**src/rtl/end_game_frame_tx.sv**
```systemverilog
// End-of-game frame reporter: on trigger, requests a payload build, then sends event/result/score bytes to the UART.
// Define END_GAME_CHECKSUM_EN to append an XOR checksum byte after the score.
module end_game_frame_tx #(
  parameter logic [7:0]  EVENT_CODE    = 8'hAE,
  parameter logic [7:0]  TRIGGER_CODE  = 8'hAB,
  parameter int          SCORE_W       = 5,
  parameter int          SCORE_BYTES   = 1,
  parameter int unsigned WIN_THRESHOLD = 20,
  parameter logic [7:0]  WIN_CODE      = 8'h10,
  parameter logic [7:0]  LOSE_CODE     = 8'h00,
  parameter int          BUILD_TIMEOUT = 1023
) (
  input  logic               clk,
  input  logic               reset,
  input  logic               data_valid,
  input  logic               block,
  input  logic [7:0]         evento,
  input  logic [SCORE_W-1:0] pontuacao,
  input  logic               payload_ready,
  input  logic               tx_busy,
  input  logic               data_sent,
  output logic [7:0]         tx_data,
  output logic               send,
  output logic               build_payload,
  output logic               fim_jogo,
  output logic               vitoria,
  output logic               timeout_err,
  output logic               busy
);

  localparam int SCORE_PAD = 8 * SCORE_BYTES;
  localparam int TIMER_W   = (BUILD_TIMEOUT > 1) ? $clog2(BUILD_TIMEOUT + 1) : 1;
`ifdef END_GAME_CHECKSUM_EN
  localparam int FRAME_LEN = SCORE_BYTES + 3;
`else
  localparam int FRAME_LEN = SCORE_BYTES + 2;
`endif
  localparam logic [2:0] LAST_IDX = 3'(FRAME_LEN - 1);

  localparam logic [2:0] S_IDLE  = 3'd0;
  localparam logic [2:0] S_BUILD = 3'd1;
  localparam logic [2:0] S_LOAD  = 3'd2;
  localparam logic [2:0] S_WACK  = 3'd3;
  localparam logic [2:0] S_DONE  = 3'd4;

  logic [2:0]           r_state;
  logic [2:0]           r_index;
  logic [TIMER_W-1:0]   r_timer;
  logic [SCORE_PAD-1:0] r_score;
  logic                 r_win;
`ifdef END_GAME_CHECKSUM_EN
  logic [7:0]           r_csum;
`endif

  logic       w_trigger;
  logic [7:0] w_byte;

  assign w_trigger = data_valid && !block && (evento == TRIGGER_CODE);
  assign busy      = (r_state != S_IDLE);

  // Byte selected by the frame index; score bytes go out most significant first.
  always_comb begin
    w_byte = EVENT_CODE;
    if (r_index == 3'd1) begin
      w_byte = r_win ? WIN_CODE : LOSE_CODE;
    end
    for (int k = 0; k < SCORE_BYTES; k++) begin
      if (r_index == 3'(k + 2)) begin
        w_byte = r_score[8*(SCORE_BYTES-1-k) +: 8];
      end
    end
`ifdef END_GAME_CHECKSUM_EN
    if (r_index == LAST_IDX) begin
      w_byte = r_csum;
    end
`endif
  end

  always_ff @(posedge clk or negedge reset) begin
    if (!reset) begin
      r_state       <= S_IDLE;
      r_index       <= '0;
      r_timer       <= '0;
      r_score       <= '0;
      r_win         <= 1'b0;
      tx_data       <= '0;
      send          <= 1'b0;
      build_payload <= 1'b0;
      fim_jogo      <= 1'b0;
      vitoria       <= 1'b0;
      timeout_err   <= 1'b0;
`ifdef END_GAME_CHECKSUM_EN
      r_csum        <= '0;
`endif
    end else begin
      send        <= 1'b0;
      fim_jogo    <= 1'b0;
      timeout_err <= 1'b0;
      case (r_state)
        S_IDLE: begin
          if (w_trigger) begin
            r_state       <= S_BUILD;
            build_payload <= 1'b1;
            r_timer       <= '0;
          end
        end
        S_BUILD: begin
          // Score and result are frozen here so the frame in flight stays consistent.
          if (payload_ready) begin
            r_score       <= SCORE_PAD'(pontuacao);
            r_win         <= (32'(pontuacao) >= WIN_THRESHOLD);
            r_index       <= '0;
            build_payload <= 1'b0;
            r_state       <= S_LOAD;
`ifdef END_GAME_CHECKSUM_EN
            r_csum        <= '0;
`endif
          end else if (r_timer == TIMER_W'(BUILD_TIMEOUT - 1)) begin
            timeout_err   <= 1'b1;
            build_payload <= 1'b0;
            r_state       <= S_IDLE;
          end else begin
            r_timer <= r_timer + 1'b1;
          end
        end
        S_LOAD: begin
          if (!tx_busy) begin
            tx_data <= w_byte;
            send    <= 1'b1;
            r_state <= S_WACK;
`ifdef END_GAME_CHECKSUM_EN
            r_csum  <= r_csum ^ w_byte;
`endif
          end
        end
        S_WACK: begin
          if (data_sent) begin
            if (r_index == LAST_IDX) begin
              r_state <= S_DONE;
            end else begin
              r_index <= r_index + 1'b1;
              r_state <= S_LOAD;
            end
          end
        end
        S_DONE: begin
          fim_jogo <= 1'b1;
          vitoria  <= r_win;
          r_state  <= S_IDLE;
        end
        default: begin
          r_state <= S_IDLE;
        end
      endcase
    end
  end

endmodule

```
**config.mk**
```make
export PLATFORM = sky130hd
export DESIGN_NAME = end_game_frame_tx
export DESIGN_NICKNAME = d
export VERILOG_FILES = /design/src/rtl/end_game_frame_tx.sv
export SDC_FILE = /design/constraint.sdc
export NUM_CORES = 1
export LEC_CHECK = 0
export ABC_AREA = 1
export CORE_ASPECT_RATIO = 0.9
export CORE_MARGIN = 8
export CORE_UTILIZATION = 58
export CTS_BUF_LIST = sky130_fd_sc_hd__clkbuf_4 sky130_fd_sc_hd__clkbuf_8
export CTS_CLUSTER_DIAMETER = 200
export CTS_CLUSTER_SIZE = 25
export DETAILED_ROUTE_END_ITERATION = 16
export PLACE_DENSITY = 0.87
export SETUP_SLACK_MARGIN = 0.15
export SLEW_MARGIN = 20
export SYNTH_ARGS = -nofsm -noshare
export SYNTH_HDL_FRONTEND = slang
export SYNTH_SLANG_ARGS = --single-unit
```
**constraint.sdc**
```tcl
create_clock -name clk -period 2.8 [get_ports clk]
set_clock_uncertainty 0.05 [all_clocks]
set_input_delay 0.42 -clock clk [delete_from_list [all_inputs] [get_ports clk]]
set_output_delay 0.42 -clock clk [all_outputs]
set_load 0.005 [all_outputs]
```
==> results of run 1 <==
==> cell families (layout without fill, tap and decap cells) <==
| family | count (synthesis) | count (layout) | synth area share (%) |
|---|---|---|---|
| fa+ha+maj | 5 | 5 | 3.34 |
| other cells | 1 | 1 | 0.200 |
| flops | 33 | 33 | 44.0 |
| simple gates | 140 | 140 | 34.7 |
| compound gates | 24 | 24 | 8.14 |
| buf+inv | 36 | 72 | 8.67 |
| xor+xnor | 2 | 2 | 0.934 |
==> layout make-up <==
type	count	area share [%]
Multi-Input combinational cell	172	38.9
Sequential cell	33	36.2
Timing Repair Buffer	33	14.4
Inverter	31	5.10
Clock buffer	7	2.85
Tap cell	42	2.31
Clock inverter	1	0.220
==> worst max-delay path by stage <==
stage / depth (start not counted) / endpoint / slack (ns)
after floorplan: 10 / r_timer[5] / 1.32
after global placement: 7 / r_timer[6] / 1.01
after detailed placement: 7 / r_timer[3] / 0.94
after CTS: 3 / busy / 0.78
after global routing: 3 / busy / 0.72
final: 3 / busy / 0.79
==> stage by stage <==
step                instances  power (mW)  area [um^2]
detailed placement        311        1.46         2210
global placement          311        1.44         2210
finish                    319        1.76         2280
global route              319        1.90         2280
CTS                       319        1.77         2280
floorplan                 241        1.23         1880
==> per-layer routing <==
| metal | vias up | part of all wire [%] | wire (um) |
|---|---|---|---|
| li1 | 822 | - | - |
| met2 | 39 | 45 | 1710 |
| met4 | 0 | 2.2 | 84 |
| met1 | 748 | 47 | 1790 |
| met5 | - | 0 | 0 |
| met3 | 10 | 5.6 | 212 |
==> cell usage in the layout, fill, tap and decap left out, types with 3 or more instances in the layout <==
master,instances
a21oi_1,5
clkbuf_4,5
clkdlybuf4s50_1,32
dfrtp_1,33
ha_1,5
inv_1,28
inv_2,3
nand2_1,79
nand2_2,4
nand3_1,18
nand4_1,4
nor2_1,22
nor2_2,4
o21ai_0,10
o21ai_2,5
==> flip-flops by register name, summed over array words and instances (netlist names) <==
name / cells
r_state: 3
fim_jogo: 1
timeout_err: 1
tx_data: 6
send: 1
r_win: 1
vitoria: 1
r_score: 5
r_timer: 10
r_index: 3
build_payload: 1
==> power by group through the flow <==
stage	sequential, mW	combinational, mW	clock [mW]
floorplan	0.715	0.512	0
global placement	0.727	0.709	0
detailed placement	0.736	0.728	0
CTS	0.726	0.732	0.314
global route	0.746	0.816	0.336
finish	0.727	0.727	0.311
==> results.cfg, run 1 <==
[finish]
multi_input_area_um2 = 887
fin_util_pct = 74.3
area_growth_pct = 21.5
antenna_cells = 0
ff_latch_area_um2 = 826
layout.nets = 301
fillers = 224
drive_gt1_share_pct = 11.6

[setup_path]
crit_fanout = 4
crit_slowest_cell = clkdlybuf4s50_1
r2r_slack_ns = 1.01
crit_start = r_state[0]
worstPathCellList = nor2_2 -> nand2_1 -> clkdlybuf4s50_1
r2r-end = r_index[0]
rr_worst_depth = 10
required_ns = 2.33
critPathMaxStageDelay_ns = 0.46
crit_arrival_ns = 1.54
cp-start-kind = flop
path_delay_family = buffers and inverters
setup.worst_path.class = reg2out
crit-reg2reg-launch = r_index[0]
end_kind = output port
path_buf_inv = 1

[power]
pwr-share-seq_pct = 41.2
cellPowerDensity_nw_per_um2 = 774
pwr-share-comb_pct = 41.2
ir_drop_mv = 0.675
swShare_pct = 39.7
leakagePower_nw = 1.13
power.internal_mw = 1.06
switching_power_mw = 0.700
clkPwrFrac_pct = 17.6

[cts]
hold_buffers = 0
cts_root_buf = clkbuf_4
clk_path_buf_depth = 2
clk_pin_slew_ns = 0.11
cts_tree = yes
ctsResizeCount = 0
numClockSinks = 33
post_cts_buffers = 0
cts_made_buffers = 5
insertion_delay_ns = 0.34
h-tree-depth = 2

[grt]
grt_util_met1_pct = 18.6
grtUsageMet3_pct = 4.22
grt_pass1_wl_um = 6840
grt_overflow = 0
gr-max-usage-layer = met2
antenna_found_initial = 0
grt_max_degree = 34
grt_usage_pct = 15.4
grtUsageMet2_pct = 24.6
grt_pass1_vias = 1606

[floorplanning]
dieArea_um2 = 5310
pin_count = 34
core_area_um2 = 3070
initial_core_util_pct = 61.2
fp-row-count = 19
die_y_um = 69.9
die_x_um = 75.9

[routing]
drt-pass1-iter-count = 4
wl_per_cell_um = 11.9
num_vias = 1619
ant_nets = 0
drtIter0Drc = 118
via_per_inst = 5.08
routed_wl_um = 3790
drc_errors = 0

[sta]
hold_ws_ns = 0.417
period_needed_ns = 2.01
finalCritPeriodShare_pct = 71.8
hold_viol = 0
maxSlewViolCount = 0
setup_ws_ns = 0.789
fin_setup_tns_ns = 0
fmax_mhz = 497
setup_viol = 0
rsz0062_at_grt = false

[yosys]
synth_cell_type_count = 28
syn_area_um2 = 1880
yosys_register_bits = 33
synth_seq_area_share_pct = 44.0
synth_warnings = 0
synth.area.top_cells = dfrtp_1, nand2_1, inv_1
yosys.area.top_type = dfrtp_1
ys_top_cells_by_count = nand2_1, dfrtp_1, inv_1
async_reset_ff_share_pct = 100
synth.top_cell.area_share_pct = 44.0
syn-instance-count = 241
synth-edff-count = 0
synth_nets = 266
yosysMostFrequentCell = nand2_1
yosys_most_used_dff = dfrtp_1
synth.avg_cell_area_um2 = 7.78

[place]
gp_congestion = 0.868
place_ws_ns = 0.943
hpwl_um = 2970
port_buffers = 32

[flow_run]
cap_violations = 0

[hold_path]
hold_path_class = in2async

[run_status]
status = complete, no violations
Note: power is estimated with default switching activity, not from simulation.
==> run 2, diff against run 1 <==
--- a/config.mk
+++ b/config.mk
@@ -8,12 +8,12 @@
 export ABC_AREA = 1
 export CORE_ASPECT_RATIO = 0.9
 export CORE_MARGIN = 8
-export CORE_UTILIZATION = 58
+export CORE_UTILIZATION = 49
 export CTS_BUF_LIST = sky130_fd_sc_hd__clkbuf_4 sky130_fd_sc_hd__clkbuf_8
 export CTS_CLUSTER_DIAMETER = 200
 export CTS_CLUSTER_SIZE = 25
 export DETAILED_ROUTE_END_ITERATION = 16
-export PLACE_DENSITY = 0.87
+export PLACE_DENSITY = 0.78
 export SETUP_SLACK_MARGIN = 0.15
 export SLEW_MARGIN = 20
 export SYNTH_ARGS = -nofsm -noshare
==> constraint.sdc (replaced) <==
create_clock -name clk -period 1.7 [get_ports clk]
set_clock_uncertainty 0.05 [all_clocks]
set_input_delay 0.255 -clock clk [delete_from_list [all_inputs] [get_ports clk]]
set_output_delay 0.255 -clock clk [all_outputs]
set_load 0.005 [all_outputs]
==> run 2 against run 1 <==
Utilization decreased by 4.5 points. Via count rose by 7.4%. Flip-flop and latch count unchanged. Final cell count increased by 8.2%. Register-to-register slack worse by 0.89 ns. Critical endpoint is now r_timer[4]. Largest power group is now combinational cells.
==> results.cfg, run 2 (synthesis results as in run 1) <==
[setup_path]
critPathMaxStageDelay_ns = 0.42
end_kind = flop
crit_arrival_ns = 1.71
cp-start-kind = flop
required_ns = 1.83
crit_slowest_cell = dfrtp_1
crit-reg2reg-launch = r_timer[0]
r2r_slack_ns = 0.12
path_delay_family = simple AND/OR/NAND/NOR gates
setup.worst_path.class = reg2reg
r2r-end = r_timer[4]
crit_fanout = 6
rr_worst_depth = 9
worstPathCellList = inv_2 -> ha_2 -> nand3_2 -> nor2_4 -> nand2_4 -> nand2_8 -> nand2_4 -> nand2_1 -> nand2_1
path_buf_inv = 1

[routing]
drtIter0Drc = 187
num_vias = 1739
drt-pass1-iter-count = 4
routed_wl_um = 4700
drc_errors = 0
wl_per_cell_um = 13.6
ant_nets = 0
via_per_inst = 5.04

[place]
port_buffers = 32
gp_congestion = 0.849
hpwl_um = 3070

[finish]
final_cell_mix = nand2_1, dfrtp_1, clkdlybuf4s50_1, inv_1, buf_4
antenna_cells = 0
drive_gt1_share_pct = 24.4
top_register = r_timer
layout.nets = 324
reg.largest.list = r_timer: 10 flops, tx_data: 6 flops, r_score: 5 flops
final_common_cell = nand2_1
area_growth_pct = 38.0
largest_reg_flops = 10

[run_status]
status = complete, no violations

[floorplanning]
die_x_um = 81.2
core_area_um2 = 3700
pin_count = 34
die_y_um = 74.7
fp-row-count = 21
initial_core_util_pct = 50.6
dieArea_um2 = 6070

[power]
swShare_pct = 38.5
p_total_mw = 3.47
switching_power_mw = 1.34
pwr-share-comb_pct = 48.2
power.internal_mw = 2.14
ir_drop_mv = 0.945
leakagePower_nw = 1.27
cellPowerDensity_nw_per_um2 = 1340
pwr-share-seq_pct = 34.0
clkPwrFrac_pct = 17.8

[sta]
period_needed_ns = 1.58
fin_setup_tns_ns = 0
maxSlewViolCount = 0
finalCritPeriodShare_pct = 92.8
fmax_mhz = 634
setup_viol = 0
hold_viol = 0
rsz0062_at_grt = true

[cts]
cts_made_buffers = 5
clk_pin_slew_ns = 0.07
cts_tree = yes
h-tree-depth = 2
numClockSinks = 33
clk_path_buf_depth = 2
hold_buffers = 0
insertion_delay_ns = 0.29
cts_root_buf = clkbuf_8

[grt]
grt_overflow = 0
grt_pass1_wl_um = 7010
grt_pass1_vias = 1525
antenna_found_initial = 0
grt_usage_pct = 15.0
grt_max_degree = 34

[flow_run]
cap_violations = 0

[hold_path]
hold_path_class = in2async
[run 2: cell count changes in the layout (fill, tap and decap cells not counted), moves of 3 or more]
cell,delta
buf_4,+19
nand3_2,+3
ha_2,+3
nand3_1,-3
clkbuf_8,+4
nor2_1,-6
nand2_1,-3
clkbuf_4,-4
ha_1,-3
nor2_4,+4
[run 2: metrics by stage]
stage / cell area [um^2] / instances / setup slack [ns] / hold slack, ns / util (%)
floorplan: 1880 / 241 / 0.224 / -0.0906 / -
global placement: 2260 / 321 / 0.0780 / 0.408 / 61.0
detailed placement: 2260 / 321 / 0.0293 / 0.410 / 61.0
CTS: 2380 / 330 / 0.160 / 0.334 / 64.2
global route: 2590 / 345 / 0.0508 / 0.349 / 69.8
finish: 2590 / 345 / 0.123 / 0.314 / 69.8
[run 2: worst max-delay path by stage]
stage / from / to / cells after the start
3_5_place_dp: evento[7] / r_timer[7] / 7
4_1_cts: r_state[2] / busy / 3
3_3_place_gp: evento[1] / r_timer[3] / 7
2_1_floorplan: r_timer[0] / r_timer[5] / 10
6_report: r_timer[0] / r_timer[4] / 9
5_1_grt: r_timer[0] / r_timer[1] / 9
[run 2: routing by layer]
| metal | track usage (%) | part of all wire (%) |
|---|---|---|
| met1 | 19.3 | 45 |
| met4 | 8.32 | 2.0 |
| met5 | 0 | 0 |
| met3 | 3.10 | 5.4 |
| met2 | 23.0 | 48 |
[run 2: timing repair]
action,in CTS,in global routing
pin swaps,0,8
gates resized for setup,4,29
gates cloned,0,2
buffers inserted,2,13
setup endpoints to repair,5,18
[run 2: layout make-up]
| cell class | instances | area [um^2] |
|---|---|---|
| Fill cell | 296 | 1120 |
| Multi-Input combinational cell | 174 | 1000 |
| Sequential cell | 33 | 828 |
| Timing Repair Buffer | 54 | 493 |
| Inverter | 31 | 116 |
| Clock buffer | 7 | 90.1 |
| Tap cell | 46 | 57.6 |
[run 2: power groups by stage]
stage	logic, mW	clock network, mW	registers (mW)
after global placement	1.25	0	1.18
final	1.68	0.617	1.18
after floorplan	0.843	0	1.18
after detailed placement	1.29	0	1.19
after CTS	1.35	0.613	1.17
after global routing	1.87	0.672	1.21
==> run 3, diff against run 2 <==
--- a/config.mk
+++ b/config.mk
@@ -8,12 +8,12 @@
 export ABC_AREA = 1
 export CORE_ASPECT_RATIO = 0.9
 export CORE_MARGIN = 8
-export CORE_UTILIZATION = 49
+export CORE_UTILIZATION = 24
 export CTS_BUF_LIST = sky130_fd_sc_hd__clkbuf_4 sky130_fd_sc_hd__clkbuf_8
 export CTS_CLUSTER_DIAMETER = 200
 export CTS_CLUSTER_SIZE = 25
 export DETAILED_ROUTE_END_ITERATION = 16
-export PLACE_DENSITY = 0.78
+export PLACE_DENSITY = 0.44
 export SETUP_SLACK_MARGIN = 0.15
 export SLEW_MARGIN = 20
 export SYNTH_ARGS = -nofsm -noshare
==> run 3 against run 2 <==
Combinational power decreased by 14%. Die area grew 80%. Routed wire length shrank 4.2%. Design area decreased by 2.1%. Sequential share of layout area increased by 0.60 points. Fmax up 4.2%. Sequential power is essentially flat. Non-clock buffer count fell by 7. Register-to-register slack better by 0.06 ns. Via count decreased by 8.0%. First-iteration DRC count is 70% lower. Largest power group unchanged. Highest routed layer unchanged.
==> results.cfg, run 3 (synthesis results as in run 1) <==
[cts]
insertion_delay_ns = 0.28
clk_pin_slew_ns = 0.07
clk_path_buf_depth = 2
cts_tree = yes
h-tree-depth = 2
cts_root_buf = clkbuf_8
cts_made_buffers = 5
numClockSinks = 33

[sta]
hold_viol = 0
fin_setup_tns_ns = 0
rsz0062_at_grt = true
setup_viol = 0
finalCritPeriodShare_pct = 89.0
fmax_mhz = 661
period_needed_ns = 1.51
maxSlewViolCount = 0
hold_ws_ns = 0.283

[finish]
final_cell_mix = nand2_1, dfrtp_1, clkdlybuf4s50_1, inv_1, nor2_1
final_common_cell = nand2_1
fillers = 816
area_growth_pct = 35.0
top_register = r_timer
multi_input_area_um2 = 921
layout.nets = 315
largest_reg_flops = 10
drive_gt1_share_pct = 18.6
finalNonFillerCells = 387
reg.largest.list = r_timer: 10 flops, tx_data: 6 flops, r_score: 5 flops
ff_latch_area_um2 = 826
antenna_cells = 0

[grt]
grt_pass1_vias = 1596
grt_pass1_wl_um = 7650
grt_overflow = 0
antenna_found_initial = 0
grt_max_degree = 34
grt_usage_pct = 8.77

[place]
placed_cells = 372
hpwl_um = 3300
gp_congestion = 0.758
port_buffers = 32

[power]
p_total_mw = 3.29
leakagePower_nw = 1.22
power.internal_mw = 2.04
switching_power_mw = 1.25
cellPowerDensity_nw_per_um2 = 1300
swShare_pct = 38.1
ir_drop_mv = 0.447
pwr-share-seq_pct = 35.7
clkPwrFrac_pct = 20.3
pwr-share-comb_pct = 44.0

[setup_path]
crit_arrival_ns = 1.21
rr_worst_depth = 8
r2r-end = r_timer[1]
path_buf_inv = 2
path_delay_family = buffers and inverters
critPathMaxStageDelay_ns = 0.39
crit_fanout = 3
r2r_slack_ns = 0.19
end_kind = output port
required_ns = 1.39
crit-reg2reg-launch = r_state[2]
worstPathCellList = inv_1 -> nand2_1 -> dlygate4sd2_1
crit_slowest_cell = dfrtp_1
setup.worst_path.class = reg2out
cp-start-kind = flop

[routing]
routed_wl_um = 4500
num_vias = 1600
drtIter0Drc = 57
via_per_inst = 4.13
drc_errors = 0
wl_per_cell_um = 11.6
drt-pass1-iter-count = 4
ant_nets = 0

[floorplanning]
fp-row-count = 30
core_area_um2 = 7540
pin_count = 34
die_y_um = 99.9
dieArea_um2 = 10900
initial_core_util_pct = 24.9
die_x_um = 109

[run_status]
status = complete, no violations

[hold_path]
hold_path_class = in2async

[flow_run]
cap_violations = 0
## run 3: changes by cell type in the layout (fill, tap and decap cells not counted), moves of 3 or more
cell	change
buf_4	-7
ha_1	+3
ha_2	-3
nor2_1	+4
nor2_4	-4
## run 3: worst register-to-register path, delay by kind of cell (launching register included)
| kind | cells | cell delay (ns) |
|---|---|---|
| buffers and inverters | 2 | 0.30 |
| flip-flops | 1 | 0.40 |
| AO/OA/AOI/OAI | 1 | 0.09 |
| AND/OR/NAND/NOR | 5 | 0.54 |
## run 3: metrics by stage
step / setup slack (ns) / area [um^2] / util, %
2_1_floorplan: 0.224 / 1880 / -
3_3_place_gp: 0.0466 / 2340 / 31.0
3_5_place_dp: 0.00674 / 2340 / 31.0
4_1_cts: 0.135 / 2490 / 33.0
5_1_grt: 0.0947 / 2530 / 33.6
6_report: 0.187 / 2530 / 33.6
## run 3: repair_timing
| item | CTS | global route |
|---|---|---|
| gates cloned | 0 | 0 |
| buffers inserted | 5 | 2 |
| pin swaps | 2 | 1 |
| hold buffers | 0 | 0 |
| resized for setup | 2 | 10 |
| setup endpoints to repair | 9 | 14 |
## run 3: power by group through the flow
stage / clock network, mW / registers, mW / logic [mW]
6_report: 0.666 / 1.17 / 1.45
3_5_place_dp: 0 / 1.20 / 1.33
2_1_floorplan: 0 / 1.18 / 0.843
5_1_grt: 0.721 / 1.21 / 1.62
3_3_place_gp: 0 / 1.20 / 1.33
4_1_cts: 0.694 / 1.17 / 1.41
## run 3: layout make-up
type	count	area share [%]
Clock buffer	7	3.80
Tap cell	96	4.74
Clock inverter	1	0.198
Sequential cell	33	32.6
Multi-Input combinational cell	172	36.4
Inverter	31	4.59
Timing Repair Buffer	47	17.7
## run 3: metal layers
layer / share of wire (%) / vias to the layer above / global-route usage (%) / wire [um]
li1: - / 848 / - / -
met1: 51 / 714 / 12.1 / 2310
met5: 0 / - / 0 / 0
met2: 42 / 33 / 12.5 / 1890
met4: 1.4 / 0 / 3.73 / 63
met3: 5.3 / 5 / 2.31 / 238
## run 3: how the worst max path moves through the flow
stage / end / cells past startpoint / startpoint / slack (ns)
2_1_floorplan: r_timer[5] / 10 / r_timer[0] / 0.22
3_3_place_gp: r_timer[3] / 7 / evento[7] / 0.05
3_5_place_dp: r_timer[6] / 7 / evento[5] / 0.007
4_1_cts: r_timer[1] / 9 / r_timer[0] / 0.14
5_1_grt: r_timer[1] / 9 / r_timer[0] / 0.09
6_report: busy / 3 / r_state[1] / 0.19
